File: src/rtl/wave_config_ctrl.sv
// Waveform configuration controller: shadow/live settings for 8 channels with drained commit.
// Optional macro WAVE_CFG_ERR_EN enables the sticky reserved-field error flag.
module wave_config_ctrl #(
    parameter int unsigned DRAIN_CYCLES = 6
) (
    input  logic         clk,
    input  logic         reset,
    input  logic         wr_valid,
    output logic         wr_ready,
    input  logic [2:0]   wr_chan,
    input  logic [1:0]   wr_field,
    input  logic [15:0]  wr_data,
    input  logic         commit,
    input  logic         run,
    output logic [127:0] amps,
    output logic [127:0] offsets,
    output logic [127:0] phasewords,
    output logic         active_out,
    output logic         busy,
    output logic         err
);

    typedef enum logic [1:0] {
        S_IDLE,
        S_RUN,
        S_DRAIN,
        S_APPLY
    } state_t;

    state_t           state_q, state_d;
    logic [3:0]       drain_cnt_q, drain_cnt_d;
    logic             wr_ready_q, wr_ready_d;
    logic             active_q, active_d;
    logic             busy_q, busy_d;

    logic [7:0][15:0] shadow_amp_q, shadow_amp_d;
    logic [7:0][15:0] shadow_off_q, shadow_off_d;
    logic [7:0][15:0] shadow_phase_q, shadow_phase_d;
    logic [7:0][15:0] live_amp_q, live_amp_d;
    logic [7:0][15:0] live_off_q, live_off_d;
    logic [7:0][15:0] live_phase_q, live_phase_d;

    logic             wr_fire;

    assign wr_fire = wr_valid && wr_ready_q;

    always_comb begin
        state_d     = state_q;
        drain_cnt_d = drain_cnt_q;
        case (state_q)
            S_IDLE: begin
                if (commit) begin
                    state_d = S_APPLY;
                end else if (run) begin
                    state_d = S_RUN;
                end
            end
            S_RUN: begin
                if (commit) begin
                    state_d     = S_DRAIN;
                    drain_cnt_d = 4'(DRAIN_CYCLES);
                end else if (!run) begin
                    state_d = S_IDLE;
                end
            end
            S_DRAIN: begin
                // commit and run are deliberately ignored until the drain finishes
                drain_cnt_d = (drain_cnt_q == 4'd0) ? 4'd0 : drain_cnt_q - 4'd1;
                if (drain_cnt_q <= 4'd1) begin
                    state_d = S_APPLY;
                end
            end
            S_APPLY: begin
                state_d = run ? S_RUN : S_IDLE;
            end
            default: begin
                state_d = S_IDLE;
            end
        endcase

        wr_ready_d = (state_d == S_IDLE) || (state_d == S_RUN);
        active_d   = (state_d == S_RUN);
        busy_d     = (state_d == S_DRAIN) || (state_d == S_APPLY);
    end

    always_ff @(posedge clk) begin
        if (reset) begin
            state_q     <= S_IDLE;
            drain_cnt_q <= 4'd0;
            wr_ready_q  <= 1'b0;
            active_q    <= 1'b0;
            busy_q      <= 1'b0;
        end else begin
            state_q     <= state_d;
            drain_cnt_q <= drain_cnt_d;
            wr_ready_q  <= wr_ready_d;
            active_q    <= active_d;
            busy_q      <= busy_d;
        end
    end

    // Field 3 is reserved: the write handshake completes but no word is touched.
    always_comb begin
        shadow_amp_d   = shadow_amp_q;
        shadow_off_d   = shadow_off_q;
        shadow_phase_d = shadow_phase_q;
        if (wr_fire) begin
            case (wr_field)
                2'd0:    shadow_amp_d[wr_chan]   = wr_data;
                2'd1:    shadow_off_d[wr_chan]   = wr_data;
                2'd2:    shadow_phase_d[wr_chan] = wr_data;
                default: ;
            endcase
        end
    end

    always_comb begin
        live_amp_d   = live_amp_q;
        live_off_d   = live_off_q;
        live_phase_d = live_phase_q;
        if (state_q == S_APPLY) begin
            live_amp_d   = shadow_amp_q;
            live_off_d   = shadow_off_q;
            live_phase_d = shadow_phase_q;
        end
    end

    always_ff @(posedge clk) begin
        if (reset) begin
            shadow_amp_q   <= '0;
            shadow_off_q   <= '0;
            shadow_phase_q <= '0;
            live_amp_q     <= '0;
            live_off_q     <= '0;
            live_phase_q   <= '0;
        end else begin
            shadow_amp_q   <= shadow_amp_d;
            shadow_off_q   <= shadow_off_d;
            shadow_phase_q <= shadow_phase_d;
            live_amp_q     <= live_amp_d;
            live_off_q     <= live_off_d;
            live_phase_q   <= live_phase_d;
        end
    end

`ifdef WAVE_CFG_ERR_EN
    logic err_q, err_d;

    always_comb begin
        err_d = err_q || (wr_fire && (wr_field == 2'd3));
    end

    always_ff @(posedge clk) begin
        if (reset) begin
            err_q <= 1'b0;
        end else begin
            err_q <= err_d;
        end
    end

    assign err = err_q;
`else
    assign err = 1'b0;
`endif

    assign wr_ready   = wr_ready_q;
    assign active_out = active_q;
    assign busy       = busy_q;
    assign amps       = live_amp_q;
    assign offsets    = live_off_q;
    assign phasewords = live_phase_q;

endmodule

File: config.mk
export PLATFORM = sky130hd
export DESIGN_NAME = wave_config_ctrl
export DESIGN_NICKNAME = d
export VERILOG_FILES = /design/src/rtl/wave_config_ctrl.sv
export SDC_FILE = /design/constraint.sdc
export NUM_CORES = 2
export LEC_CHECK = 0
export CAP_MARGIN = 20
export CORE_MARGIN = 2
export CORE_UTILIZATION = 35
export DETAILED_ROUTE_END_ITERATION = 6
export MAX_ROUTING_LAYER = met4
export PLACE_DENSITY = 0.59
export SETUP_SLACK_MARGIN = 0.02
export SYNTH_ARGS = -nofsm -noshare
export SYNTH_HDL_FRONTEND = slang
export SYNTH_SLANG_ARGS = --single-unit
File: constraint.sdc
create_clock -name clk -period 1.9 [get_ports clk]
set_input_delay 0.38 -clock clk [delete_from_list [all_inputs] [get_ports clk]]
set_output_delay 0.38 -clock clk [all_outputs]
set_load 0.01 [all_outputs]
# After elaboration in Yosys (flattened, before gate mapping)
# Cells that the tools add are included.
# op_classes
n_addsub	1
n_mul	0
n_div	0
order_cmp	3
eq_ne	9
shift	0
mux	15
n_bitwise	0
n_reduce_logical	13
# ops
op	n
128-bit bitwise mux	3
16-bit demux with 3-bit select	1
16-bit two-way mux	1
2-bit equality test, second input constant	5
2-bit two-way mux	5
4-bit two-way mux	2
2-bit case mux with 4 select lines	1
4-bit case mux with 2 select lines	1
2-bit AND reduction	4
2-bit by 1-bit equality test with 1-bit output, second input constant	3
2-bit zero test	3
4-bit by 1-bit <= comparator with 1-bit output, second input constant	1
4-bit zero test	1
3-bit by 4-bit < comparator with 1-bit output, second input constant	1
4-bit by 1-bit subtractor with 4-bit output, second input constant	1
3-bit by 1-bit >= comparator with 1-bit output, second input constant	1
1-bit logical AND	2
1-bit logical OR	2
2-bit != test, second input constant	1
2-bit nonzero test	1
1-bit two-way mux	1
# word_totals
register_bits	777
latch_bits	0
ram_bits	0
romBits	0
inputBits	26
out_inout_bits	388
wordCells	94
memories	0

# Longest topological paths before layout
# depth
depth_word	5
ltp_mapped	7
mapped_depth_nobuf	3

# Least setup slack after synthesis
# OpenSTA, ideal clock, no wires.
# synth_path
kind	input-to-reg
from	input wr_field[1]
to	register shadow_amp_q[50] in the netlist's numbering
setup_time_ns	0.072
t_arrival_ns	1.472
required_time_ns	1.828
path_slack_ns	0.356
cell_stages	6
path_buffers	3
path_cell_list	and4bb_2 buf_4 and2_1 clkbuf_1 buf_4 mux2i_1
# synth_between
elab_chain_len	2
# synth_lines
item	line	source
start, declared	11	input logic [1:0] wr_field,
2-bit zero test	108	case (wr_field)
2-bit AND reduction (no source line)	n/a	
end signal, assigned	137	shadow_amp_q <= shadow_amp_d;
end, declared	36	logic [7:0][15:0] shadow_amp_q, shadow_amp_d;
# Every way passes these cells.
# A chain may end at the register's enable or synchronous reset.

# Worst setup path after layout
# layout_path
from	register live_off_q, in the netlist offsets[63]
to	output offsets[63]
# layout_rtl
item	line	source
start, declared	40	logic [7:0][15:0] live_off_q, live_off_d;
start signal, assigned	141	live_off_q <= live_off_d;
end, declared	16	output logic [127:0] offsets,
# No word-level cell between the ends.

==> run summary <==
Util after Layout: 45.7%
Sequential area share after synthesis: 55.2%
Area leader, netlist: dfxtp_1
Clk root buf: clkbuf_16
FILL cells: 7,912
Setup crit start kind: flip-flop
Total number of vias: 21,100
Num Clock Sinks: 777
CP arrival: 1.34 ns
Post-DR wirelength/cell: 18.4 um
Mean Syn Cell Area: 9.34 um^2
Pleak: 16.9 nW
Status: completed
TNS Setup: 0 ns
Clock Skew: 0.0194 ns
CP max stage delay: 0.41 ns
Max-slew violations: 0
Ports: 414
Die Span Y: 288 um
Pre-CTS WS: -0.214 ns
Post-CTS Setup Bufs: 0
Largest net degree at the start of global routing: 98
CP required: 1.52 ns
Bufs and invs on worst path: 1
Total CTS buffers: 83
First-pass GRT wire length: 125 mm
F_max: 580 MHz
Total gr overflow: 0
Initial antenna violation count: 2
Drt total wl: 83.1 mm
Final period util: 90.7%
Core Box Area: 0.0802 mm^2
Latest clock arrival within the worst-skew pair: 0.62 ns
Synth Area in Compound Gates: 7.07%
Cell Area, Placed: 0.0344 mm^2
# nets final: 3,418
Initial Utilization: 35.2%
Final worst slack: 0.176 ns
Mux share of post-synthesis cell area: 13.6%
Dpl cells: 4,367
Mapped cell area: 0.0282 mm^2
Slowest CP cell: dfxtp_1
# DRC: 0
Peak supply drop: 0.000685 V
Die area: 0.0828 mm^2
Vias/cell: 4.68
Post-synthesis xor/xnor area fraction: 0%
Total power: 34.0 mW
Layout cell share with drive strength beyond 1: 8.77%
GRT Overall Usage: 20.1%
Crit path time final: 1.72 ns
Synth Instances: 3,018
Clk slew on worst S/H paths: 0.06 ns
Syn_nets: 3,044
Unrepaired setup endpoints after global routing: no
Hold_ws: 0.177 ns
Post-synth ARST share: 0%
Vias in the first global route: 20,500
Crit path capture type: primary output
H-tree Lvls: 3
Flops & latches, synth: 777
Max FO, Critical Path: 2
Post-Layout Cell Count: 4,516
CTS tree: yes
Yosys top cell area share: 55.2%
DP HPWL: 53.6 mm
Top FF cell, synth: dfxtp_1
Die Wd: 288 um
WS Path Type: reg -> out
Worst Hold Class: in -> reg
Critical path cell sequence: dlygate4sd2_1
RePlAce Congestion: 0.757
Antenna Nets Post-Route: 0
Main combinational cell family by area after synthesis: simple AND/OR/NAND/NOR gates
Synth warnings: 0
Row cnt: 104
Final hold vios: 0
Post-synth EDFFs: 0
Max_cap viols: 0
Area Growth Syn to Fin: 30.0%
Final setup violation count: 0
Family with the most delay on the worst path: flip-flops
PD cells: 927 mW/mm^2
CTS max path bufs: 3
Port bufs: 412
Initial drt markers: 1,295
Top cells by area, synth: dfxtp_1 (55%), mux2i_1 (14%), nand2_1 (10%), nand2b_1 (8.9%), a21oi_1 (6.9%)
Post-route design area: 0.0366 mm^2
Initial DRT Pass Iterations: 7
Cell variety after synth: 31
Area share of and/or/nand/nor cells after synthesis: 20.4%
Adder-cell share of the synthesized area: 0%
Max_slew headroom: 55.9%
Worst Tran Pin Value: 0.661 ns
## layout by cell type (no fill, tap or decap), types with 3 or more instances in the layout
| master | n |
|---|---|
| nand2_1 | 772 |
| clkbuf_16 | 84 |
| a21oi_1 | 387 |
| clkbuf_1 | 12 |
| inv_6 | 3 |
| dfxtp_2 | 6 |
| buf_12 | 68 |
| buf_4 | 48 |
| clkinvlp_4 | 3 |
| and3b_1 | 4 |
| mux2i_1 | 384 |
| clkinv_8 | 3 |
| nor2b_1 | 3 |
| bufinv_16 | 4 |
| nand2b_2 | 16 |
| nor2_1 | 4 |
| dlygate4sd2_1 | 387 |
| clkdlybuf4s50_1 | 24 |
| clkinv_2 | 17 |
| dfxtp_1 | 771 |
| clkbuf_8 | 20 |
| nand2b_1 | 384 |
| nand2_2 | 20 |
| nor3b_2 | 3 |
## kinds of logic (layout without fill, tap and decap cells)
logic type	count (synthesis)	count (layout)
simple gates	1221	1221
flops	777	777
compound gates	395	395
mux	384	384
buf+inv	240	677
other cells	1	2
## state kept, by name, summed over array words and instances, names as in the netlist
name            cells
amps              128
offsets           128
phasewords        128
shadow_amp_q      128
shadow_off_q      128
shadow_phase_q    128
drain_cnt_q         4
state_q             2
active_out          1
busy                1
wr_ready            1
## worst paths after layout
check	from	endpoint	slack, ns	cells past startpoint
max	offsets[63]	offsets[63]	0.18	1
min	reset	amps[58]	0.18	2
max reg2reg	state_q[0]	offsets[98]	0.25	5
min reg2reg	shadow_off_q[69]	offsets[69]	0.44	2
## synthesized netlist by cell type, types with 2 or more instances
| library cell | instances |
|---|---|
| a211oi_1 | 2 |
| dfxtp_1 | 777 |
| and2_1 | 3 |
| buf_2 | 55 |
| nand2b_1 | 400 |
| buf_4 | 13 |
| o31ai_1 | 2 |
| nand2_1 | 773 |
| nor4b_1 | 2 |
| nor2b_1 | 3 |
| o21ai_0 | 2 |
| and4b_1 | 2 |
| nor2_1 | 4 |
| nor3b_2 | 3 |
| buf_1 | 12 |
| a21oi_1 | 387 |
| clkbuf_1 | 156 |
| nor3_1 | 2 |
| buf_6 | 3 |
| mux2i_1 | 384 |
| nand2_2 | 20 |
| and3b_1 | 4 |
## what timing repair did
action,in CTS,in global routing
resized for setup,393,0
hold buffers,0,0
hold endpoints to repair,0,0
endpoints found under the setup margin,387,0
## power by group
part / switching [mW] / internal (mW)
Combinational: 0.919 / 0.501
Clock: 6.70 / 9.47
Sequential: 0.0350 / 16.3
Total: 7.66 / 26.3
## layout make-up
class | instances | area, um^2 | area share [%]
multi-input combinational | 2001 | 11600 | 31.8
clock buffer | 116 | 2420 | 6.61
inverter | 1 | 3.75 | 0.0102
tap | 1060 | 1330 | 3.62
sequential | 777 | 15600 | 42.5
timing repair buffer | 528 | 5370 | 14.6
antenna | 1 | 2.50 | 0.00683
clock inverter | 32 | 320 | 0.874
## routing by layer
metal	wire [um]	track usage, %	share of wire (%)
met1	39500	27.2	48
met2	38200	31.4	46
met3	3980	3.14	4.8
met4	1350	4.87	1.6
met5	0	-	0
Power figures use the tool's default switching activity.
